[src/rtl/imem_loader_if.sv]
// Byte-stream input and instruction-memory write port of the program loader.
// The slave side is the loader. The master side is the byte source plus the memory.
interface imem_loader_if #(
    parameter int ADDR_W = 10
);
    logic              start;
    logic              in_valid;
    logic [7:0]        in_data;
    logic              in_ready;
    logic              im_we;
    logic [ADDR_W-1:0] im_addr;
    logic [31:0]       im_wdata;
    logic              cpu_rst;
    logic              busy;
    logic              done;
    logic              err;

    modport slave (
        input  start, in_valid, in_data,
        output in_ready, im_we, im_addr, im_wdata, cpu_rst, busy, done, err
    );

    modport master (
        output start, in_valid, in_data,
        input  in_ready, im_we, im_addr, im_wdata, cpu_rst, busy, done, err
    );
endinterface

[src/rtl/imem_loader.sv]
// Loads a program into the instruction memory from a big-endian byte stream.
// The stream is a 32-bit word count followed by the words. The CPU is held in reset while loading.
module imem_loader #(
    parameter int ADDR_W = 10
) (
    input  logic          clk,
    input  logic          rst,
    imem_loader_if.slave  bus
);
    typedef enum logic [2:0] {S_IDLE, S_HDR, S_LOAD, S_DONE, S_ERR} state_e;

    localparam logic [31:0] DEPTH = 32'd1 << ADDR_W;

    state_e            state_q, state_d;
    logic [1:0]        byte_cnt_q, byte_cnt_d;
    logic [ADDR_W:0]   word_idx_q, word_idx_d;
    logic [ADDR_W:0]   count_q, count_d;
    logic [23:0]       shift_q, shift_d;
    logic              in_ready_q, in_ready_d;
    logic              im_we_q, im_we_d;
    logic [ADDR_W-1:0] im_addr_q, im_addr_d;
    logic [31:0]       im_wdata_q, im_wdata_d;
    logic              cpu_rst_q, cpu_rst_d;
    logic              busy_q, busy_d;
    logic              done_q, done_d;
    logic              err_q, err_d;

    logic              accept;
    logic [31:0]       word;
    logic [ADDR_W:0]   next_idx;

    assign accept   = bus.in_valid & in_ready_q;
    assign word     = {shift_q, bus.in_data};
    assign next_idx = word_idx_q + (ADDR_W+1)'(1);

    always_comb begin
        // NOTE: every _d gets a default before the case, so no path leaves a latch behind.
        state_d    = state_q;
        byte_cnt_d = byte_cnt_q;
        word_idx_d = word_idx_q;
        count_d    = count_q;
        shift_d    = shift_q;
        in_ready_d = in_ready_q;
        im_we_d    = 1'b0;
        im_addr_d  = im_addr_q;
        im_wdata_d = im_wdata_q;
        cpu_rst_d  = cpu_rst_q;
        busy_d     = busy_q;
        done_d     = done_q;
        err_d      = err_q;

        unique case (state_q)
            S_HDR: begin
                if (accept) begin
                    shift_d    = word[23:0];
                    byte_cnt_d = byte_cnt_q + 2'd1;
                    if (byte_cnt_q == 2'd3) begin
                        if (word == 32'd0) begin
                            state_d    = S_DONE;
                            done_d     = 1'b1;
                            busy_d     = 1'b0;
                            in_ready_d = 1'b0;
                        end else if (word > DEPTH) begin
                            state_d    = S_ERR;
                            err_d      = 1'b1;
                            busy_d     = 1'b0;
                            in_ready_d = 1'b0;
                        end else begin
                            state_d = S_LOAD;
                            count_d = word[ADDR_W:0];
                        end
                    end
                end
            end
            S_LOAD: begin
                if (accept) begin
                    shift_d    = word[23:0];
                    byte_cnt_d = byte_cnt_q + 2'd1;
                    if (byte_cnt_q == 2'd3) begin
                        im_we_d    = 1'b1;
                        im_addr_d  = word_idx_q[ADDR_W-1:0];
                        im_wdata_d = word;
                        word_idx_d = next_idx;
                        // The final write and done leave on the same edge; cpu_rst follows a cycle later.
                        if (next_idx == count_q) begin
                            state_d    = S_DONE;
                            done_d     = 1'b1;
                            busy_d     = 1'b0;
                            in_ready_d = 1'b0;
                        end
                    end
                end
            end
            S_IDLE, S_DONE: cpu_rst_d = 1'b0;
            S_ERR:          ;
            default:        state_d = S_IDLE;
        endcase

        if (bus.start && (state_q == S_IDLE || state_q == S_DONE || state_q == S_ERR)) begin
            state_d    = S_HDR;
            done_d     = 1'b0;
            err_d      = 1'b0;
            byte_cnt_d = 2'd0;
            word_idx_d = '0;
            cpu_rst_d  = 1'b1;
            busy_d     = 1'b1;
            in_ready_d = 1'b1;
        end
    end

    // NOTE: state updates use non-blocking assignments so every flop samples pre-edge values.
    always_ff @(posedge clk or posedge rst) begin
        if (rst) begin
            state_q    <= S_IDLE;
            byte_cnt_q <= '0;
            word_idx_q <= '0;
            count_q    <= '0;
            shift_q    <= '0;
            in_ready_q <= 1'b0;
            im_we_q    <= 1'b0;
            im_addr_q  <= '0;
            im_wdata_q <= '0;
            cpu_rst_q  <= 1'b1;
            busy_q     <= 1'b0;
            done_q     <= 1'b0;
            err_q      <= 1'b0;
        end else begin
            state_q    <= state_d;
            byte_cnt_q <= byte_cnt_d;
            word_idx_q <= word_idx_d;
            count_q    <= count_d;
            shift_q    <= shift_d;
            in_ready_q <= in_ready_d;
            im_we_q    <= im_we_d;
            im_addr_q  <= im_addr_d;
            im_wdata_q <= im_wdata_d;
            cpu_rst_q  <= cpu_rst_d;
            busy_q     <= busy_d;
            done_q     <= done_d;
            err_q      <= err_d;
        end
    end

    assign bus.in_ready = in_ready_q;
    assign bus.im_we    = im_we_q;
    assign bus.im_addr  = im_addr_q;
    assign bus.im_wdata = im_wdata_q;
    assign bus.cpu_rst  = cpu_rst_q;
    assign bus.busy     = busy_q;
    assign bus.done     = done_q;
    assign bus.err      = err_q;
endmodule

[src/flat_wrapper.sv]
// flat-port wrapper written by rule: the top's interface ports become plain ports
module imem_loader_flat 
#(
    parameter int ADDR_W = 10
)
  (clk, rst, bus_start, bus_in_valid, bus_in_data, bus_in_ready, bus_im_we, bus_im_addr, bus_im_wdata, bus_cpu_rst, bus_busy, bus_done, bus_err);
  imem_loader_if #(.ADDR_W(ADDR_W)) bus_i ();
  input  logic clk;
  input  logic rst;
  input wire logic [$bits(bus_i.start)-1:0] bus_start;
  input wire logic [$bits(bus_i.in_valid)-1:0] bus_in_valid;
  input wire logic [$bits(bus_i.in_data)-1:0] bus_in_data;
  output wire logic [$bits(bus_i.in_ready)-1:0] bus_in_ready;
  output wire logic [$bits(bus_i.im_we)-1:0] bus_im_we;
  output wire logic [$bits(bus_i.im_addr)-1:0] bus_im_addr;
  output wire logic [$bits(bus_i.im_wdata)-1:0] bus_im_wdata;
  output wire logic [$bits(bus_i.cpu_rst)-1:0] bus_cpu_rst;
  output wire logic [$bits(bus_i.busy)-1:0] bus_busy;
  output wire logic [$bits(bus_i.done)-1:0] bus_done;
  output wire logic [$bits(bus_i.err)-1:0] bus_err;
  assign bus_i.start = bus_start;
  assign bus_i.in_valid = bus_in_valid;
  assign bus_i.in_data = bus_in_data;
  assign bus_in_ready = bus_i.in_ready;
  assign bus_im_we = bus_i.im_we;
  assign bus_im_addr = bus_i.im_addr;
  assign bus_im_wdata = bus_i.im_wdata;
  assign bus_cpu_rst = bus_i.cpu_rst;
  assign bus_busy = bus_i.busy;
  assign bus_done = bus_i.done;
  assign bus_err = bus_i.err;
  imem_loader #(.ADDR_W(ADDR_W)) u_core (.clk(clk), .rst(rst), .bus(bus_i));
endmodule
[config.mk]
export PLATFORM = sky130hd
export DESIGN_NAME = imem_loader_flat
export DESIGN_NICKNAME = d
export VERILOG_FILES = /design/src/rtl/imem_loader_if.sv /design/src/rtl/imem_loader.sv /design/src/flat_wrapper.sv
export SDC_FILE = /design/constraint.sdc
export NUM_CORES = 1
export LEC_CHECK = 0
export BUFFER_PORTS_ARGS = -buffer_cell sky130_fd_sc_hd__buf_2
export CAP_MARGIN = 10
export CORE_ASPECT_RATIO = 1.1
export CORE_MARGIN = 2
export CORE_UTILIZATION = 50
export DETAILED_ROUTE_END_ITERATION = 7
export HOLD_SLACK_MARGIN = 0.15
export PLACE_DENSITY = 0.85
export RECOVER_POWER = 50
export SYNTH_ARGS = -nofsm -noshare
export SYNTH_HDL_FRONTEND = slang
export SYNTH_SLANG_ARGS = --single-unit
[constraint.sdc]
create_clock -name clk -period 2.6 [get_ports clk]
set_input_delay 0.13 -clock clk [delete_from_list [all_inputs] [get_ports clk]]
set_output_delay 0.13 -clock clk [all_outputs]
set_load 0.01 [all_outputs]
# --- Word-level counts from Yosys, hierarchy flattened ---
# Cells that the tools add are included.
word_totals:
  regBits: 98
  input_bits: 12
  word_cells: 102
op_classes:
  n_eq_ne: 15
  bitwise: 3
  n_addsub: 2
  n_reduce_logical: 25
  magnitude_cmp: 1
  mux: 44
ops:
  columns: ["cell", "count"]
  rows:
  - ["2-to-1 mux 11 bit", 4]
  - ["greater-than comparator 32 x 11 -> 1 bit, second input constant", 1]
  - ["logical NOT 32 bit", 1]
  - ["2-to-1 mux 1 bit", 26]
  - ["2-to-1 mux 3 bit", 8]
  - ["!= test 3 x 1 -> 1 bit, second input constant", 6]
  - ["AND reduction 7 bit", 2]
  - ["nonzero test 2 bit", 7]
  - ["adder 11 x 1 -> 11 bit, second input constant", 1]
  - ["equality test 11 bit", 1]
  - ["AND reduction 5 bit", 2]
  - ["case mux 3 bit (3 select lines)", 1]
  - ["equality test 3 x 2 -> 1 bit, second input constant", 2]
  - ["2-to-1 mux 2 bit", 3]
  - ["AND reduction 3 bit", 2]
  - ["AND reduction 6 bit", 1]
  - ["!= test 4 x 1 -> 1 bit, second input constant", 1]
  - ["case mux 1 bit (2 select lines)", 2]
  - ["AND reduction 2 bit", 2]
  - ["OR reduction 2 bit", 2]
  - ["equality test 3 x 1 -> 1 bit, second input constant", 1]
  - ["equality test 3 bit, second input constant", 1]
  - ["logical NOT 3 bit", 1]
  - ["nonzero test 3 bit", 1]
  - ["9 further kinds", 11]

# --- Longest topological paths before layout ---
logic_depth:
  depth_word: 7
  depth_mapped: 9
  mapped_depth_nobuf: 7

# --- Worst setup path before layout ---
# Ideal clock, no wire load.
synth_path:
  path_type: "register -> register"
  from: "register u_core.word_idx_q[1]"
  to: "register u_core.busy_q, in the netlist u_core.bus.busy"
  path_slack_ps: 633
  setup_ps: 132
  path_buffers: 1
  t_required_ps: 2468
  synth_period_minus_slack_ps: 1967
  arrival_time_ps: 1835
  stages_incl_launch_ff: 8
  cell_sequence: "dfrtp_1 -> ha_1 -> buf_2 -> nand2_2 -> xnor2_1 -> or4_1 -> a211oi_2 -> o21ai_0"
synth_via:
  elab_chain_len: 4
synth_lines:
  columns: ["item", "line", "rtl"]
  rows:
  - ["start, declared", "imem_loader.sv:16", "logic [ADDR_W:0] word_idx_q, word_idx_d;"]
  - ["start signal, assigned", "imem_loader.sv:130", "word_idx_q <= word_idx_d;"]
  - ["adder 11 x 1 -> 11 bit", "imem_loader.sv:34", "assign next_idx = word_idx_q + (ADDR_W+1)'(1);"]
  - ["equality test 11 bit", "imem_loader.sv:85", "if (next_idx == count_q) begin"]
  - ["!= test 3 x 1 -> 1 bit (no line)", null, null]
  - ["AND reduction 7 bit (no line)", null, null]
  - ["end signal, assigned", "imem_loader.sv:138", "busy_q <= busy_d;"]
  - ["end, declared", "imem_loader.sv:24", "logic busy_q, busy_d;"]
# No other way between the ends.
# A chain may end at the register's enable or synchronous reset.

# --- Final worst setup path ---
layout_path:
  from: "input port bus_in_data[5]"
  to: "register u_core.count_q[9]"
layout_via:
  elab_chain_len: 3
layout_lines:
  columns: ["item", "line", "rtl"]
  rows:
  - ["start, declared", "flat_wrapper.sv:12", "input wire logic [$bits(bus_i.in_data)-1:0] bus_in_data;"]
  - ["greater-than comparator 32 x 11 -> 1 bit / logical NOT 32 bit (equally long branches)", "imem_loader.sv:63, imem_loader.sv:58", null]
  - ["NOT 1 bit (no line)", null, null]
  - ["AND reduction 5 bit (no line) (*)", null, null]
  - ["end signal, assigned", "imem_loader.sv:131", "count_q <= count_d;"]
  - ["end, declared", "imem_loader.sv:17", "logic [ADDR_W:0] count_q, count_d;"]
# Every way passes the cells marked *; elsewhere a longest branch is shown, timed or not.

==> flow_metrics.env <==
export IMPL_status="finished clean"
export IMPL_ys_ff_latch=98
export IMPL_worstSetupPathType="input pin to flop"
export IMPL_layout_min_cycle_time_ps=2313
export IMPL_grt_pass1_vias=3343
export IMPL_rr_startpoint="u_core.word_idx_q[0]$_DFFE_PP0P_"
export IMPL_start_util_pct=50.89
export IMPL_cts_root_buf="clkbuf_8"
export IMPL_port_buffers=59
export IMPL_vias=3359
export IMPL_drtIter0Drc=151
export IMPL_vdd_drop_max_mv=0.3984
export IMPL_final_setup_tns_ps=0
export IMPL_cts_tree="done"
export IMPL_relSlewSlack_pct=16.70
export IMPL_finalWirelength_mm=9.891
export IMPL_critPathRequiredTime_ps=2850
export IMPL_synth_edf_count=0
export IMPL_async_reset_ff_share_pct=100.0
export IMPL_cts_setup_buffers=0
export IMPL_min_delay_start="bus_in_valid"
export IMPL_clk_path_buf_depth=2
export IMPL_io_pins=60
export IMPL_viasPerCell=5.426
export IMPL_die_h_um=102.9
export IMPL_ys_warn_count=0
export IMPL_setup_viol=0
export IMPL_drive_above_1_share_pct=16.24
export IMPL_drc=0
export IMPL_synth_cell_types=52
export IMPL_p_leak_uw=0.002426
export IMPL_dominantRegCellSynth="dfrtp_1"
export IMPL_hpwl_mm=6.657
export IMPL_worst_pin_slew_ps=1250
export IMPL_r2r_cells=7
export IMPL_rows=36
export IMPL_cp_arrival_ps=2560
export IMPL_cts_sinks=98
export IMPL_max_freq_mhz=432.4
export IMPL_placedCellCount=595
export IMPL_worstHoldPathCells=3
export IMPL_antenna_cells=0
export IMPL_crit_fanout=11
export IMPL_cts_buffers=9
export IMPL_fin_cells=619
export IMPL_syn_to_final_growth_pct=13.79
export IMPL_clk_latency_ps=360
export IMPL_hold_end="u_core.bus.err$_DFFE_PP0P_"
export IMPL_hp_class="input pin to flop"
export IMPL_syn_area_um2=4447
export IMPL_nNetsFinal=516
export IMPL_synth_avg_cell_area_um2=10.08
export IMPL_cp_start_kind="input pin"
export IMPL_grt_max_degree=53
export IMPL_critPathCaptureType="flop"
export IMPL_syn_inst=441
export IMPL_track_usage_pct=22.01
export IMPL_grt_pass1_wl_mm=16.41
export IMPL_gp_congestion=0.8266
export IMPL_cts_resized=0
export IMPL_rsz0062_at_grt="false"
export IMPL_antenna_found_initial=0
export IMPL_fin_crit_sh_pct=88.96
export IMPL_p_total_uw=3726
export IMPL_overflow=0
export IMPL_r2r_slack_ps=370
export IMPL_ys_seq_area_share_pct=55.18
export IMPL_final_antenna_net_count=0
export IMPL_die_area_um2=9665
export IMPL_htree_levels=3
export IMPL_skew_ps=6.842
export IMPL_holdWs_ps=204.1
export IMPL_die_x_um=93.92
export IMPL_wl_per_cell_um=15.98
export IMPL_max_cap_viol_count=0
export IMPL_syn_num_nets=455
export IMPL_drv_slew=0
export IMPL_firstDrtPassIters=4
export IMPL_clk_transition_reported_paths_ps=90
export IMPL_r2r_end="u_core.bus.busy$_DFFE_PP0P_"
export IMPL_place_ws_ps=378.6
export IMPL_final_setup_worst_slack_ps=287.1
export IMPL_finalHoldViolations=0
export IMPL_coreArea_um2=8738
export IMPL_power_density_nw_per_um2=736.5
cells by family (layout without fill, tap and decap cells):
family	after synthesis	after routing	share of synthesized area (%)
AO/OA/AOI/OAI	51	51	7.879
XOR/XNOR	17	17	3.348
adder cells (fa/ha/maj)	2	2	0.5627
buffers and inverters	30	94	3.236
flip-flops	98	98	55.18
multiplexers	37	37	9.314
AND/OR/NAND/NOR	206	206	20.48
sequential cells by signal, summed over array words and instances (netlist names):
signal               count
u_core.bus.busy          1
u_core.bus.cpu_rst       1
u_core.bus.done          1
u_core.bus.err           1
u_core.bus.im_addr      10
u_core.bus.im_wdata     32
u_core.bus.im_we         1
u_core.byte_cnt_q        2
u_core.count_q          11
u_core.shift_q          24
u_core.state_q           3
u_core.word_idx_q       11
power breakdown:
part           internal [uW]  switching [uW]  leakage, uW
sequential              1770             285      0.00131
clock                    464             517    0.0000986
combinational            373             321      0.00102
stage by stage:
stage / util [%] / area (um2)
6_report: 57.90 / 5060
4_1_cts: 58.62 / 5122
5_1_grt: 57.90 / 5060
3_5_place_dp: 55.30 / 4832
3_3_place_gp: 55.30 / 4832
2_1_floorplan: - / 4451
cell type report:
cell class                      instances  area, um2
Multi-Input combinational cell        313       1857
Sequential cell                        98       2454
Tap cell                              114      142.6
Inverter                                4      18.77
Fill cell                             795       3679
Clock buffer                           10      137.6
Timing Repair Buffer                   76      397.9
Clock inverter                          4      52.55
how the worst max path moves through the flow:
| stage | startpoint | end | slack (ps) | cells past startpoint |
|---|---|---|---|---|
| CTS | bus_in_data[0] | u_core.count_q[2]$_DFFE_PP0P_ | 340 | 7 |
| finish | bus_in_data[5] | u_core.count_q[9]$_DFFE_PP0P_ | 290 | 7 |
| floorplan | u_core.word_idx_q[1]$_DFFE_PP0P_ | u_core.bus.busy$_DFFE_PP0P_ | 630 | 7 |
| global route | u_core.state_q[0]$_DFFE_PP0P_ | u_core.word_idx_q[4]$_DFFE_PP0P_ | 190 | 7 |
| global placement | u_core.word_idx_q[0]$_DFFE_PP0P_ | u_core.bus.busy$_DFFE_PP0P_ | 440 | 7 |
| detailed placement | u_core.word_idx_q[0]$_DFFE_PP0P_ | u_core.bus.done$_DFFE_PP0P_ | 380 | 8 |
layout by cell type (no fill, tap or decap), types with 3 or more instances in the layout:
cell type / count
dfrtp_1: 97
buf_4: 4
mux2_2: 35
nand2_1: 140
xnor2_1: 10
nor4_1: 6
or3_1: 3
o21ai_0: 19
nand3_1: 6
a21oi_1: 4
dlygate4sd3_1: 10
nand2b_1: 4
clkbuf_8: 10
nand4_1: 7
a31oi_1: 4
xor2_1: 7
buf_2: 13
nor2b_1: 5
o31ai_1: 6
nor2_1: 16
clkbuf_1: 46
synthesized netlist by cell type (all sizes together) (2+ instances only):
cell type | instances | share of area [%]
and2 | 5 | 0.76
o31ai | 6 | 1.0
a31o | 2 | 0.39
mux2 | 35 | 8.9
dfrtp | 97 | 55
o41ai | 2 | 0.39
nor2b | 5 | 0.70
xor2 | 7 | 1.4
ha | 2 | 0.56
and3 | 2 | 0.28
nand4 | 7 | 0.98
nor4 | 6 | 0.84
a22o | 2 | 0.39
or4 | 2 | 0.34
nand2 | 141 | 12
nor3 | 2 | 0.23
clkbuf | 12 | 1.0
nand3 | 7 | 0.90
and4 | 2 | 0.45
or3 | 3 | 0.42
mux2i | 2 | 0.45
nor2 | 17 | 1.5
buf | 14 | 1.9
o31a | 2 | 0.42
xnor2 | 10 | 2.0
nand2b | 4 | 0.56
a211oi | 4 | 0.90
a31oi | 4 | 0.56
a32oi | 2 | 0.39
inv | 3 | 0.25
a21oi | 4 | 0.45
o21ai | 19 | 2.1
metal layers:
metal  share of wire (%)  track usage (%)  up-vias
met5                   0                0        -
met4                 2.6            10.81        0
met3                 3.6            4.020       23
met2                  49            35.66       73
met1                  45            28.84     1645
li1                    -                -     1618
critical path, stage by stage:
cell and delay (ps):
dlygate4sd3_1 550, buf_2 160, nor4_1 290, nand3_1 270, xor2_1 260, and3_1 510
mux2_2 400
repair_timing:
action	CTS	global route
setup endpoints to repair	0	0
hold buffers	10	0
hold endpoints to repair	124	0
Power figures use the tool's default switching activity.
